### config.mk
export PLATFORM = sky130hd
export DESIGN_NAME = sst_engine
export DESIGN_NICKNAME = d
export VERILOG_FILES = /design/src/rtl/sst_engine.sv
export SDC_FILE = /design/constraint.sdc
export NUM_CORES = 1
export LEC_CHECK = 0
export BUFFER_PORTS_ARGS = -buffer_cell sky130_fd_sc_hd__buf_2
export CORE_MARGIN = 2
export CORE_UTILIZATION = 38
export DETAILED_ROUTE_END_ITERATION = 8
export MAX_ROUTING_LAYER = met4
export PLACE_DENSITY = 0.71
export RECOVER_POWER = 50
export SYNTH_ARGS = -nofsm -noshare
export SYNTH_HDL_FRONTEND = slang
export SYNTH_SLANG_ARGS = --single-unit
### constraint.sdc
create_clock -name m2 -period 2.2 [get_ports m2]
set_input_delay 0.11 -clock m2 [delete_from_list [all_inputs] [get_ports m2]]
set_output_delay 0.11 -clock m2 [all_outputs]
set_load 0.005 [all_outputs]
### src/rtl/sst_engine.sv
// sst_engine: save-state bus initiator streaming mapper registers to/from the host; optional SST_IDX_CHECK_EN verifies the mapper index byte on load
module sst_engine #(
    parameter int REG_CNT  = 128,
    parameter int IDX_ADDR = 127
) (
    input  logic       m2,
    input  logic       map_rst,
    input  logic       save_req,
    input  logic       load_req,
    input  logic       abort,
    input  logic [7:0] map_idx,
    output logic       busy,
    output logic       done,
    output logic       err,
    output logic [7:0] tx_data,
    output logic       tx_vld,
    input  logic       tx_rdy,
    input  logic [7:0] rx_data,
    input  logic       rx_vld,
    output logic       rx_rdy,
    output logic       sst_act,
    output logic [7:0] sst_addr,
    output logic       sst_we_reg,
    output logic [7:0] sst_dato,
    input  logic [7:0] sst_di
);
    typedef enum logic [2:0] {IDLE, SAVE_RD, SAVE_TX, LOAD_RX, LOAD_WR, DONE} state_t;
    localparam logic [7:0] LAST = 8'(REG_CNT - 1);
    localparam logic [7:0] IDX  = 8'(IDX_ADDR);
    state_t     state_q, state_d;
    logic       busy_q, busy_d, done_q, done_d, err_q, err_d;
    logic       tx_vld_q, tx_vld_d, rx_rdy_q, rx_rdy_d;
    logic       sst_act_q, sst_act_d, sst_we_reg_q, sst_we_reg_d;
    logic [7:0] tx_data_q, tx_data_d, sst_addr_q, sst_addr_d, sst_dato_q, sst_dato_d;
    logic       last, idx_bad;
    logic [7:0] addr_nxt;
    assign last     = sst_addr_q == LAST;
    assign addr_nxt = last ? sst_addr_q : sst_addr_q + 8'd1;
`ifdef SST_IDX_CHECK_EN
    assign idx_bad = (sst_addr_q == IDX) && (rx_data != map_idx);
`else
    logic unused_idx;
    assign idx_bad    = 1'b0;
    assign unused_idx = ^{map_idx, IDX};
`endif
    always_comb begin
        state_d      = state_q;
        err_d        = err_q;
        tx_data_d    = tx_data_q;
        tx_vld_d     = tx_vld_q;
        rx_rdy_d     = rx_rdy_q;
        sst_act_d    = sst_act_q;
        sst_addr_d   = sst_addr_q;
        sst_dato_d   = sst_dato_q;
        sst_we_reg_d = 1'b0;
        done_d       = 1'b0;
        case (state_q)
            IDLE: if (save_req || load_req) begin
                state_d    = save_req ? SAVE_RD : LOAD_RX;
                rx_rdy_d   = !save_req;
                sst_act_d  = 1'b1;
                sst_addr_d = 8'd0;
                err_d      = 1'b0;
            end
            SAVE_RD: begin
                tx_data_d = sst_di;
                tx_vld_d  = 1'b1;
                state_d   = SAVE_TX;
            end
            SAVE_TX: if (tx_rdy) begin
                tx_vld_d   = 1'b0;
                sst_addr_d = addr_nxt;
                state_d    = last ? DONE : SAVE_RD;
            end
            LOAD_RX: if (rx_vld) begin
                rx_rdy_d     = 1'b0;
                err_d        = err_q | idx_bad;
                sst_we_reg_d = !idx_bad;
                sst_dato_d   = idx_bad ? sst_dato_q : rx_data;
                state_d      = idx_bad ? DONE : LOAD_WR;
            end
            LOAD_WR: begin
                rx_rdy_d   = !last;
                sst_addr_d = addr_nxt;
                state_d    = last ? DONE : LOAD_RX;
            end
            DONE: begin
                done_d     = 1'b1;
                sst_act_d  = 1'b0;
                sst_addr_d = 8'd0;
                state_d    = IDLE;
            end
            default: state_d = IDLE;
        endcase
        // abort drops any in-flight byte; DONE still produces the done pulse
        if (abort && state_q != IDLE && state_q != DONE) begin
            state_d      = DONE;
            err_d        = 1'b1;
            tx_vld_d     = 1'b0;
            rx_rdy_d     = 1'b0;
            sst_we_reg_d = 1'b0;
        end
        busy_d = (state_d != IDLE) && (state_d != DONE);
    end
    always_ff @(negedge m2) begin
        if (map_rst) begin
            state_q      <= IDLE;
            busy_q       <= 1'b0;
            done_q       <= 1'b0;
            err_q        <= 1'b0;
            tx_data_q    <= 8'd0;
            tx_vld_q     <= 1'b0;
            rx_rdy_q     <= 1'b0;
            sst_act_q    <= 1'b0;
            sst_addr_q   <= 8'd0;
            sst_we_reg_q <= 1'b0;
            sst_dato_q   <= 8'd0;
        end else begin
            state_q      <= state_d;
            busy_q       <= busy_d;
            done_q       <= done_d;
            err_q        <= err_d;
            tx_data_q    <= tx_data_d;
            tx_vld_q     <= tx_vld_d;
            rx_rdy_q     <= rx_rdy_d;
            sst_act_q    <= sst_act_d;
            sst_addr_q   <= sst_addr_d;
            sst_we_reg_q <= sst_we_reg_d;
            sst_dato_q   <= sst_dato_d;
        end
    end
    assign busy       = busy_q;
    assign done       = done_q;
    assign err        = err_q;
    assign tx_data    = tx_data_q;
    assign tx_vld     = tx_vld_q;
    assign rx_rdy     = rx_rdy_q;
    assign sst_act    = sst_act_q;
    assign sst_addr   = sst_addr_q;
    assign sst_we_reg = sst_we_reg_q;
    assign sst_dato   = sst_dato_q;
endmodule

Word level (Yosys, flattened, before mapping) --
Cells that the tools add are included.
Word-level totals: register bits after elaboration 34, bits in latches 0, memory bits (writable) 0, memory bits (read-only) 0, word-level logic and storage cells 71, memories kept 0
Cells by class: $add $sub $neg 1, multiply operators 0, divide/modulo/power cells 0, $lt $le $gt $ge 0, equal/unequal tests 11, shift operators 0, multiplexer cells 24, bitwise logic cells 1, reduce and logical (&&, ||, !) cells 23
Operators with widths (count):
- 8-bit one-hot mux with 4 select lines | 1
- 8-bit two-way mux | 3
- 3-bit two-way mux | 6
- 3-bit one-hot mux with 5 select lines | 1
- 1-bit two-way mux | 9
- 3-bit nonzero test | 3
- 8-bit by 1-bit adder with 8-bit output, second input constant | 1
- 8-bit by 7-bit == test with 1-bit output, second input constant | 1
- 2-bit AND reduction | 4
- 2-bit nonzero test | 4
- 3-bit by 2-bit == test with 1-bit output, second input constant | 2
- 3-bit == test, second input constant | 2
- 2-bit != test, second input constant | 3
- 3-bit != test, second input constant | 2
- 3-bit AND reduction | 2
- 1-bit one-hot mux with 2 select lines | 2
- 4-bit nonzero test | 1
- 3-bit by 1-bit == test with 1-bit output, second input constant | 1
- 1-bit logical AND | 3
- 3-bit zero test | 1
- 1-bit one-hot mux with 3 select lines | 1
- 3-bit OR reduction | 1
- 1-bit zero test | 2
- 2-bit two-way mux | 1
- other kinds (3) | 3

Longest topological paths before layout --
depth after elaboration 7, depth in mapped cells 6

==> summary.md <==
| Metric | Value |
|---|---|
| Area growth, synth to finish | `38.2%` |
| FF+latch count, synth | `34` |
| Crit Reg-Reg Endpoint | `sst_addr[6]` |
| CP max stage delay | `0.41 ns` |
| Clk pwr share | `35.2%` |
| Hold Path Sink | `tx_data[2]` |
| Initial Util | `40.4%` |
| Flop-to-flop setup slack | `0.32 ns` |
| Area contributors post-synth | `dfxtp_1 (45%), nand2_1 (9.2%), a21oi_1 (7.9%)` |
| Finished Layout Cells | `329` |
| Hold path depth | `2` |
| H-Tree Depth | `2` |
| Placer Congestion | `0.904` |
| Wire length of the first global-routing pass | `6170 um` |
| Internal power | `1.25 mW` |
| TritonCTS clock tree | `yes` |
| CP Class | `reg -> out` |
| PnR worst setup slack | `0.0722 ns` |
| Post-synth top cells | `nand2_1 (37), dfxtp_1 (34), a21oi_1 (24)` |
| 1st-iter DRT viols | `58` |
| Seq/Total Area, Yosys | `45.0%` |
| Status | `completed` |
| Synth unique cells | `39` |
| Reg power frac | `38.8%` |
| Pre-CTS setup slack | `-0.221 ns` |
| Synth Net Count | `215` |
| Pleak | `1.02 nW` |
| Post-synthesis area per instance | `8.26 um^2` |
| CP max-delay cell | `dfxtp_1` |
| Number of I/O pins | `62` |
| Synth top area share | `45.0%` |
| Crit-path leading delay family | `flip-flops` |
| Top_reg_cell synth | `dfxtp_1` |
| Fillcell total | `406` |
| Hold Path Class | `reg -> reg` |
| # Post-CTS Setup Buffers | `0` |
| Clock Skew | `0.0164 ns` |
| Die extent in x | `67.1 um` |
| Share of post-route cells with drive strength above 1 | `26.0%` |
| Routed Antenna Nets | `0` |
| Synthesized cell area | `0.00151 mm^2` |
| Clock Pin Slew Worst Setup and Hold Paths | `0.04 ns` |
| Cells after DPL | `288` |
| Die Ht | `67.1 um` |
| CP arrival | `2.02 ns` |
| Worst Reg2Reg Path Length in Cells | `5` |
| Post-route DRC | `0` |
| Routed vias/inst | `4.83` |
| Cts bufs inserted | `5` |
| Post-Layout Inst Area | `0.00209 mm^2` |
| Max Slew Vio Count | `0` |
| Logic pwr share | `26.0%` |
| Detailed Route WL | `3740 um` |
| # nets final | `312` |
| Ant. Diodes | `0` |
| Full die area | `0.00450 mm^2` |
| Initial antenna violation count | `0` |
| Worst R2R Start | `state_q[1]` |
| Placed Area | `0.00189 mm^2` |
| Worst-Skew Late Latency | `0.36 ns` |
| Slew margin rel. | `38.7%` |
| DR pass1 iterations | `4` |
| Vias | `1589` |
| Ys async rst share | `0%` |
| Worst Setup End Kind | `primary output` |
| GRT overflow | `0` |
| Sw power | `0.775 mW` |
| Max VDD drop | `0.601 mV` |
| Post-synth EDFFs | `0` |
| Clock root buffer | `clkbuf_8` |
| Number of setup violations in the final report | `0` |
| CTS Hold Bufs | `0` |
| RSZ-0062 raised after global routing | `false` |
| Total GRT Usage | `18.7%` |
| I/O Buffers | `53` |
| Pwr per Cell Area | `967 mW/mm^2` |
| Largest net degree at the start of global routing | `16` |
| Levels on crit path | `1` |
| Maxcap violations | `0` |
| Worst-case clock buffer depth | `2` |
| Nature of the critical path startpoint | `register` |
| Vias in the first global route | `1480` |
| Most numerous cell in the Yosys netlist | `nand2_1` |
| Syn Inst Count | `183` |
| Fin. Hold Viols | `0` |
| # rows | `22` |
| Yosys warnings | `0` |
| Crit path max fanout | `5` |
| Dpl hpwl | `2570 um` |
| Core Box Area | `0.00374 mm^2` |
| Sw frac | `38.3%` |
| Critical Path, Cell by Cell | `buf_2` |
| Actual slew at the worst max-slew pin | `0.913 ns` |
| Worst path required time | `2.09 ns` |
| Yosys top cell by area | `dfxtp_1` |
| Worst Path Buf+Inv | `1` |
| Post-DR wirelength/cell | `11.4 um` |
| Sink Count | `34` |
| HP Start | `tx_data[2]` |
## cells in the final DEF (no fill, tap or decap), drive strengths merged, types with 4 or more instances in the layout
cell	netlist	routed
nor2	20	20
nand2b	4	4
buf	3	57
a21oi	24	24
inv	4	38
nor4	4	4
o21ai	9	9
nand2	37	37
xnor2	7	7
clkbuf	4	12
nand3	5	5
dfxtp	34	34
## worst max-delay path by stage
| stage | startpoint | end | slack (ns) |
|---|---|---|---|
| after global placement | tx_rdy | sst_addr[7] | -0.19 |
| after detailed placement | tx_rdy | sst_addr[5] | -0.22 |
| after floorplan | save_req | sst_addr[4] | 0.0007 |
| after global routing | sst_addr[5] | sst_addr[5] | 0.002 |
| after CTS | sst_addr[2] | sst_addr[2] | 0.03 |
| final | sst_addr[3] | sst_addr[3] | 0.07 |
## worst register-to-register path: cells and delay by family, from the launching register on
kind                      cells  cell delay (ns)
AOI/OAI and AO/OA             1             0.61
and+or+nand+nor               3             0.39
DFF                           1             0.59
xor gates and xnor gates      1             0.16
## per-layer routing
| metal | vias to the layer above | wire (um) | GRT usage (%) |
|---|---|---|---|
| met3 | 7 | 239 | 8.61 |
| met1 | 703 | 1700 | 22.5 |
| met4 | 0 | 68 | 11.0 |
| met2 | 57 | 1740 | 25.2 |
| met5 | - | 0 | - |
| li1 | 822 | - | - |
## power by group through the flow
stage	logic, mW	clock network, mW	registers, mW
2_1_floorplan	0.357	0.0972	0.766
3_3_place_gp	0.525	0.0972	0.793
3_5_place_dp	0.529	0.0972	0.792
4_1_cts	0.535	0.753	0.785
5_1_grt	0.585	0.829	0.792
6_report	0.525	0.711	0.785
## cell families (layout without fill, tap and decap cells)
| family | Yosys count | in the layout | synth area share (%) |
|---|---|---|---|
| compound gates | 44 | 44 | 18.9 |
| xor+xnor | 8 | 8 | 4.64 |
| fa+ha+maj | 1 | 1 | 0.828 |
| buf+inv | 11 | 109 | 2.98 |
| flops | 34 | 34 | 45.0 |
| mux | 2 | 2 | 1.32 |
| simple gates | 83 | 83 | 26.3 |
## layout make-up
| cell class | instances | area, um^2 | area share, % |
|---|---|---|---|
| Sequential cell | 34 | 682 | 32.6 |
| Timing Repair Buffer | 64 | 333 | 15.9 |
| Tap cell | 48 | 60.1 | 2.87 |
| Multi-Input combinational cell | 138 | 783 | 37.5 |
| Clock inverter | 37 | 151 | 7.25 |
| Inverter | 3 | 11.3 | 0.539 |
| Clock buffer | 5 | 68.8 | 3.29 |
## through the flow
step | TNS [ns] | util, % | total power [mW] | hold slack, ns
2_1_floorplan | 0 | - | 1.22 | 0.453
3_3_place_gp | -1.51 | 50.6 | 1.42 | 0.441
3_5_place_dp | -1.58 | 50.6 | 1.42 | 0.444
4_1_cts | 0 | 56.4 | 2.07 | 0.449
5_1_grt | 0 | 55.8 | 2.21 | 0.467
6_report | 0 | 55.8 | 2.02 | 0.447
## what timing repair did
action,in CTS,in global routing
endpoints found under the setup margin,0,1
endpoints found under the hold margin,0,0
gates resized for setup,0,1
No activity file was read; power rests on OpenSTA's default activity.
